## src/rtl/rr_arbiter_pkg.sv

```systemverilog
// Shared types, constants and the circular-priority helper for rr_arbiter.
// Used by the RTL and by the bench reference model.
package rr_arbiter_pkg;

  typedef enum logic {IDLE, GRANT} arb_state_e;

  localparam int unsigned DEFAULT_MAX_HOLD = 8;

  // Index of the first set bit of req[n-1:0], scanning circularly from last+1.
  // Returns last when nothing is set; callers qualify with |req.
  function automatic logic [2:0] next_rr(input logic [7:0] req, input logic [2:0] last,
                                         input int unsigned n);
    logic [2:0]  idx;
    logic        hit;
    int unsigned j;
    idx = last;
    hit = 1'b0;
    for (int unsigned k = 1; k <= 8; k++) begin
      j = (32'(last) + k) % n;
      if (k <= n && !hit && req[j[2:0]]) begin
        idx = j[2:0];
        hit = 1'b1;
      end
    end
    return idx;
  endfunction

endpackage

```

## src/rtl/rr_arbiter_if.sv

```systemverilog
// Request/grant bundle between requesters (master) and the arbiter (slave).
interface rr_arbiter_if #(
  parameter int unsigned N_REQ = 2
);
  localparam int unsigned ID_W = (N_REQ > 2) ? $clog2(N_REQ) : 1;

  logic [N_REQ-1:0] req;
  logic [N_REQ-1:0] done;
  logic [N_REQ-1:0] gnt;
  logic [ID_W-1:0]  gnt_id;
  logic             busy;
  logic             timeout;

  modport master (output req, done, input gnt, gnt_id, busy, timeout);
  modport slave  (input req, done, output gnt, gnt_id, busy, timeout);

endinterface

```

## src/rtl/rr_pick.sv

```systemverilog
// Combinational circular priority encoder: first set req after position last.
module rr_pick
  import rr_arbiter_pkg::*;
#(
  parameter int unsigned N_REQ = 2,
  parameter int unsigned ID_W  = 1
) (
  input  logic [N_REQ-1:0] req,
  input  logic [ID_W-1:0]  last,
  output logic [ID_W-1:0]  idx,
  output logic             found
);

  logic [7:0] req_ext;
  logic [2:0] last_ext;
  logic [2:0] idx_ext;

  always_comb begin
    req_ext              = '0;
    req_ext[N_REQ-1:0]   = req;
    last_ext             = '0;
    last_ext[ID_W-1:0]   = last;
    idx_ext              = next_rr(req_ext, last_ext, N_REQ);
  end

  assign idx   = idx_ext[ID_W-1:0];
  assign found = |req;

endmodule

```

## src/rtl/rr_arbiter.sv

```systemverilog
// Round-robin arbiter with registered one-hot grant and hold-limit timeout.
// Define RR_ARBITER_ASSERT_EN to compile in the protocol assertions.
module rr_arbiter
  import rr_arbiter_pkg::*;
#(
  parameter int unsigned N_REQ    = 2,
  parameter int unsigned MAX_HOLD = DEFAULT_MAX_HOLD
) (
  input logic        clk,
  input logic        rst_n,
  rr_arbiter_if.slave arb
);

  localparam int unsigned ID_W = (N_REQ > 2) ? $clog2(N_REQ) : 1;

  arb_state_e       state_q;
  logic [N_REQ-1:0] gnt_q;
  logic [ID_W-1:0]  gnt_id_q;
  logic [ID_W-1:0]  last_q;
  logic [7:0]       cnt_q;
  logic             timeout_q;

  logic [ID_W-1:0]  pick_idx;
  logic             pick_found;
  logic [N_REQ-1:0] pick_oh;
  logic             rel_norm;
  logic             rel_force;

  // The holder is scanned last from last_q+1, so it only wins again when it is alone.
  rr_pick #(
    .N_REQ (N_REQ),
    .ID_W  (ID_W)
  ) u_pick (
    .req   (arb.req),
    .last  (last_q),
    .idx   (pick_idx),
    .found (pick_found)
  );

  always_comb begin
    pick_oh   = N_REQ'(1) << pick_idx;
    rel_norm  = arb.done[gnt_id_q] | ~arb.req[gnt_id_q];
    rel_force = (cnt_q == 8'(MAX_HOLD));
  end

  always_ff @(posedge clk) begin
    if (!rst_n) begin
      state_q   <= IDLE;
      gnt_q     <= '0;
      gnt_id_q  <= '0;
      last_q    <= ID_W'(N_REQ - 1);
      cnt_q     <= '0;
      timeout_q <= 1'b0;
    end else begin
      timeout_q <= 1'b0;
      unique case (state_q)
        IDLE: begin
          if (pick_found) begin
            gnt_q    <= pick_oh;
            gnt_id_q <= pick_idx;
            last_q   <= pick_idx;
            cnt_q    <= 8'd1;
            state_q  <= GRANT;
          end
        end
        GRANT: begin
          if (rel_norm || rel_force) begin
            // A coincident normal release wins over the forced one.
            timeout_q <= rel_force & ~rel_norm;
            if (pick_found) begin
              gnt_q    <= pick_oh;
              gnt_id_q <= pick_idx;
              last_q   <= pick_idx;
              cnt_q    <= 8'd1;
            end else begin
              gnt_q   <= '0;
              cnt_q   <= '0;
              state_q <= IDLE;
            end
          end else begin
            cnt_q <= cnt_q + 8'd1;
          end
        end
      endcase
    end
  end

  assign arb.gnt     = gnt_q;
  assign arb.gnt_id  = gnt_id_q;
  assign arb.busy    = |gnt_q;
  assign arb.timeout = timeout_q;

`ifdef RR_ARBITER_ASSERT_EN
  a_onehot: assert property (@(posedge clk) disable iff (!rst_n) $onehot0(gnt_q))
    else $error("%0t rr_arbiter onehot gnt=%b", $time, gnt_q);
  a_busy: assert property (@(posedge clk) disable iff (!rst_n) arb.busy == |gnt_q)
    else $error("%0t rr_arbiter busy gnt=%b", $time, gnt_q);
  a_idle_busy: assert property (@(posedge clk) disable iff (!rst_n)
    (state_q == IDLE && |arb.req) |=> arb.busy)
    else $error("%0t rr_arbiter idle-to-busy gnt=%b", $time, gnt_q);
  a_hold: assert property (@(posedge clk) disable iff (!rst_n) cnt_q <= 8'(MAX_HOLD))
    else $error("%0t rr_arbiter hold limit gnt=%b", $time, gnt_q);
  a_timeout: assert property (@(posedge clk) disable iff (!rst_n) timeout_q |=> !timeout_q)
    else $error("%0t rr_arbiter timeout width gnt=%b", $time, gnt_q);
  a_alternate: assert property (@(posedge clk) disable iff (!rst_n)
    (state_q == GRANT && (rel_norm || rel_force) && |(arb.req & ~gnt_q))
    |=> (gnt_q != $past(gnt_q)))
    else $error("%0t rr_arbiter alternation gnt=%b", $time, gnt_q);
`endif

endmodule
```

## src/flat_wrapper.sv

```systemverilog
// flat-port wrapper written by rule: the top's interface ports become plain ports
module rr_arbiter_flat import rr_arbiter_pkg::*;
#(
  parameter int unsigned N_REQ    = 2,
  parameter int unsigned MAX_HOLD = DEFAULT_MAX_HOLD
)
  (clk, rst_n, arb_req, arb_done, arb_gnt, arb_gnt_id, arb_busy, arb_timeout);
  rr_arbiter_if #(.N_REQ(N_REQ)) arb_i ();
  input logic clk;
  input logic rst_n;
  input wire logic [$bits(arb_i.req)-1:0] arb_req;
  input wire logic [$bits(arb_i.done)-1:0] arb_done;
  output wire logic [$bits(arb_i.gnt)-1:0] arb_gnt;
  output wire logic [$bits(arb_i.gnt_id)-1:0] arb_gnt_id;
  output wire logic [$bits(arb_i.busy)-1:0] arb_busy;
  output wire logic [$bits(arb_i.timeout)-1:0] arb_timeout;
  assign arb_i.req = arb_req;
  assign arb_i.done = arb_done;
  assign arb_gnt = arb_i.gnt;
  assign arb_gnt_id = arb_i.gnt_id;
  assign arb_busy = arb_i.busy;
  assign arb_timeout = arb_i.timeout;
  rr_arbiter #(.N_REQ(N_REQ), .MAX_HOLD(MAX_HOLD)) u_core (.clk(clk), .rst_n(rst_n), .arb(arb_i));
endmodule
```

## config.mk

```make
export PLATFORM = sky130hd
export DESIGN_NAME = rr_arbiter_flat
export DESIGN_NICKNAME = d
export VERILOG_FILES = /design/src/rtl/rr_arbiter_pkg.sv /design/src/rtl/rr_arbiter_if.sv /design/src/rtl/rr_pick.sv /design/src/rtl/rr_arbiter.sv /design/src/flat_wrapper.sv
export SDC_FILE = /design/constraint.sdc
export NUM_CORES = 1
export LEC_CHECK = 0
export ABC_CLOCK_PERIOD_IN_PS = 2900
export CORE_UTILIZATION = 55
export DETAILED_ROUTE_END_ITERATION = 8
export PLACE_DENSITY_LB_ADDON = 0.1
export SETUP_SLACK_MARGIN = 0.02
export SYNTH_ARGS = -nofsm -noshare
export SYNTH_HDL_FRONTEND = slang
export SYNTH_SLANG_ARGS = --single-unit
```

## constraint.sdc

```tcl
create_clock -name clk -period 2.9 [get_ports clk]
set_input_delay 0.58 -clock clk [delete_from_list [all_inputs] [get_ports clk]]
set_output_delay 0.58 -clock clk [all_outputs]
set_load 0.1 [all_outputs]
```

==> impl_metrics.toml, run 1 <==
[outcome]
status = "complete, no violations"

[final_layout]
postLayoutCoreUtil_pct = 69.0
fin_nets = 107
antenna_cells = 0
drive_above_1_share_pct = 20.4
nFillCells = 113
final_area_um2 = 898
fin_cells = 113
area_growth_pct = 15.4

[logic_synthesis]
avgSynthCellArea_um2 = 8.95
yosys-top-cells-count = "dfxtp_1, nand2_1, inv_1, nand3_1"
synthCells = 87
ys_seq_area_share_pct = 36.0
async_reset_ff_share_pct = 0
syn-num-nets = 95
yosys_warnings = 0
ys.flop_type = "dfxtp_1"
synth_area_um2 = 778
synth_area_leaders = "dfxtp_1, nand2_1, nand3_1"
synth_edf_count = 0
synth_area_leader_cell = "dfxtp_1"
yosysMostFrequentCell = "dfxtp_1"
ys_types = 36
yosys.area.top_type_share_pct = 36.0
ys_ff_latch = 14

[setup_path]
cpMaxStageDelayCell = "clkdlybuf4s50_1"
critPathMaxStageDelay_ps = 530
crit_fanout = 12
critPathKind = "primary input to flop"
crit_required_ps = 3050
endpoint_kind = "flop"
regToRegStartpoint = "u_core.cnt_q[3]"
worstPathArrival_ps = 2010
rrSetupSlack_ps = 1460
worstPathCellList = "clkdlybuf4s50_1 > nand2_1 > o31ai_4 > and2_4 > o221ai_1"
start_kind = "primary input"
crit_start = "arb_req[0]"

[detailed_routing]
ant_nets = 0
drt_iter0_markers = 9
wire_per_inst_um = 13.0
dr.pass1.iters = 4
drt_wl_total_mm = 1.47
drc = 0
via_per_inst = 6.00
vias = 678

[place]
port_buffers = 10
hpwl_mm = 1.12
placed_cell_area_um2 = 862
dp_slack_ps = 747
place.gp.congestion = 0.694
dp.cells = 109

[global_route]
grt_pass1_wl_mm = 2.40
first_global_vias = 572
antenna_found_initial = 0
gr-total-overflow = 0
grtUsageTotal_pct = 22.3
grt_start_max_net_pins = 13

[hold_path]
hp-start = "u_core.arb.gnt[1]"
hp-class = "flop to flop"

[die]
chipHeight_um = 39.6
initial_core_util_pct = 59.8
rows = 13
io_pins = 11
die_area_um2 = 1570
die_x_um = 39.6
core_area_um2 = 1300

[power]
peakVddDrop_v = 0.000348
powerDensity_nw_per_um2 = 486
total_power_uw = 436
power_leakage_nw = 0.317

[clock_network]
insertion_delay_ps = 280
hold_buffers = 0
htree_levels = 1
clock_path_buffers = 2
cts_tree = "built"
cts_buffers = 3
post_cts_buffers = 0
numClockSinks = 14
root_buffer = "clkbuf_4"
path_clk_slew_ps = 90
cts_resized = 0

[timing]
tightest_slew_ps = 514
setup_tns_ps = 0
hold_viol = 0
setup_viol = 0
skew_ps = 2.48
relSlewSlack_pct = 65.5
slew_violations = 0
rsz0062_at_grt = "false"
clock.fmax_ghz = 0.537
setup_ws_ps = 1040
holdWs_ps = 495
fin_crit_ps = 1860
min_period_over_period_pct = 64.2

[flow_run]
drv_cap = 0
[layout make-up]
cell class | instances | area (um2) | share of cell area (%)
multi-input cells | 64 | 453 | 50.4
flip-flops and latches | 14 | 280 | 31.2
repair buffers | 10 | 87.6 | 9.75
clock buffers | 4 | 36.3 | 4.04
inverters | 6 | 22.5 | 2.51
well taps | 15 | 18.8 | 2.09
[worst max-delay path: cells and delay by family]
family	cells	cell delay (ps)
AOI/OAI and AO/OA	2	540
buffers and inverters	1	530
and+or+nand+nor	2	370
[cells by family (layout without fill, tap and decap cells)]
| logic type | count (synthesis) | after routing | synth area share [%] |
|---|---|---|---|
| AND/OR/NAND/NOR | 38 | 38 | 28.3 |
| AO/OA/AOI/OAI | 21 | 21 | 23.2 |
| flip-flops | 14 | 14 | 36.0 |
| buffers and inverters | 9 | 20 | 5.79 |
| adder cells (fa/ha/maj) | 2 | 2 | 3.21 |
| XOR/XNOR | 2 | 2 | 2.25 |
| multiplexers | 1 | 1 | 1.29 |
[final timing paths]
path | end | depth (start not counted)
setup / recovery | u_core.last_q | 5
hold / removal | u_core.arb.gnt[1] | 2
setup reg to reg | u_core.cnt_q[3] | 4
hold reg to reg | u_core.arb.gnt[1] | 2
[report_power, final]
part | total [mW] | internal (mW) | switching (mW) | leakage, nW
Combinational | 0.0848 | 0.0248 | 0.0599 | 0.181
Sequential | 0.206 | 0.199 | 0.00669 | 0.114
Clock | 0.146 | 0.0764 | 0.0695 | 0.0210
Total | 0.436 | 0.300 | 0.136 | 0.317
[sequential cells by signal (all words and copies together), names as in the netlist]
| name | cells |
|---|---|
| u_core.arb.gnt | 2 |
| u_core.state_q | 1 |
| u_core.arb.gnt_id | 1 |
| u_core.cnt_q | 8 |
| u_core.last_q | 1 |
| u_core.arb.timeout | 1 |
[layout by cell type (no fill, tap or decap), drive strengths merged, types with 2 or more instances in the layout]
master	count
a21oi	4
a32o	2
and2	2
buf	5
clkbuf	4
clkdlybuf4s50	5
dfxtp	14
ha	2
inv	6
nand2	12
nand3	6
nand4	4
nor2	6
nor3	4
o211ai	2
o21a	2
o21ai	3
[metal layers]
layer	wire length (um)	up-vias	global-route usage, %
met1	705	319	30.0
li1	-	344	-
met3	41	2	3.41
met4	14	0	8.62
met5	0	-	0
met2	707	13	35.2
(Power assumes the default switching activity.)
==> run 2, diff against run 1 <==
- ABC_CLOCK_PERIOD_IN_PS: 2900 -> 1610
- CORE_UTILIZATION: 55 -> 46
- clock period: 2.9 -> 1.61 ns (I/O delays scaled with it)
==> run 2 against run 1 <==
Design area rose by 14%. Largest cell class unchanged. Power rose by 88%. Register-to-register slack got worse by 1300 ps.
==> impl_metrics.toml, run 2 (synthesis results as in run 1) <==
[outcome]
status = "complete, no violations"

[detailed_routing]
drt_iter0_markers = 17
dr.pass1.iters = 6
wire_per_inst_um = 12.9
drt_wl_total_mm = 1.57
drc = 0
ant_nets = 0
vias = 703
via_per_inst = 5.76

[flow_run]
drv_cap = 0

[place]
place.gp.congestion = 0.876
placed_cell_area_um2 = 990
port_buffers = 10
hpwl_mm = 1.23

[setup_path]
endpoint_kind = "flop"
start_kind = "flop"
crit_fanout = 7
rr_worst_depth = 5
worstPathArrival_ps = 1610
crit_required_ps = 1780
critPathKind = "flop to flop"

[power]
powerDensity_nw_per_um2 = 800
peakVddDrop_v = 0.000534
total_power_uw = 821
power_leakage_nw = 0.375

[timing]
relSlewSlack_pct = 79.4
tightest_slew_ps = 308
rsz0062_at_grt = "false"
skew_ps = 3.83
setup_viol = 0
hold_viol = 0
min_period_over_period_pct = 89.3
holdWs_ps = 499
clock.fmax_ghz = 0.696
fin_crit_ps = 1440
slew_violations = 0

[clock_network]
post_cts_buffers = 0
cts_buffers = 3
cts_resized = 0
cts_tree = "built"
path_clk_slew_ps = 90
numClockSinks = 14
clock_path_buffers = 2
htree_levels = 1
root_buffer = "clkbuf_4"
hold_buffers = 0
insertion_delay_ps = 270

[die]
die_area_um2 = 1860
io_pins = 11
initial_core_util_pct = 50.5
die_x_um = 43.1
core_area_um2 = 1540
rows = 14
chipHeight_um = 43.1

[final_layout]
antenna_cells = 0
final_area_um2 = 1030
fin_nets = 115
drive_above_1_share_pct = 29.2
regMostFlops = "u_core.cnt_q"
most-common-layout-cells = "nand2_1, dfxtp_1, buf_4, inv_1, nand3_1"
layout_commonest_cell = "nand2_1"
area_growth_pct = 31.8
largest_reg_flops = 8

[hold_path]
hp-class = "flop to flop"
hold_depth = 2

[global_route]
antenna_found_initial = 0
gr-total-overflow = 0
grtUsageTotal_pct = 19.4
grt_start_max_net_pins = 11
grt_pass1_wl_mm = 2.76
first_global_vias = 630
run 2: changes by cell type in the layout (fill, tap and decap cells not counted), sizes merged:
cell,delta
buf,+8
run 2: final cells by class:
type	count	area, um2
clock buffers	4	36.3
fillers	134	515
inverters	6	22.5
multi-input cells	64	453
flip-flops and latches	14	284
well taps	16	20.0
repair buffers	18	210
run 2: worst max-delay path, stage by stage, from the launching register on:
cell and delay (ps):
dfxtp_1 470, ha_1 240, nand3_1 150, nor2_1 150, xor2_1 80, a32o_1 250
run 2: worst paths after layout:
check | start | end | slack (ps)
max | u_core.cnt_q[0] | u_core.cnt_q[6] | 170
min | u_core.arb.gnt[1] | u_core.arb.gnt[1] | 500
max reg2reg | u_core.cnt_q[0] | u_core.cnt_q[6] | 170
min reg2reg | u_core.arb.gnt[1] | u_core.arb.gnt[1] | 500
run 2: where the power goes:
group          leakage (nW)  internal, mW  total [mW]  switching [mW]
Sequential            0.115         0.360       0.376          0.0159
Combinational         0.238        0.0779       0.190           0.112
Clock                0.0210         0.137       0.256           0.118
run 2: layer usage:
layer,global-route usage (%),up-vias,part of all wire (%)
met5,0,-,0
li1,-,359,-
met2,27.8,20,42
met1,29.2,322,52
met3,5.11,2,5.2
met4,3.64,0,0.64
run 2: metrics by stage:
step / cells / TNS [ps] / utilization, % / setup slack [ps]
final: 122 / 0 / 66.6 / 173
after global routing: 122 / 0 / 66.6 / 33.3
after CTS: 122 / 0 / 66.6 / 164
after detailed placement: 118 / -366 / 64.2 / -94.2
after global placement: 118 / -133 / 64.2 / -72.4
after floorplan: 87 / 0 / - / 104
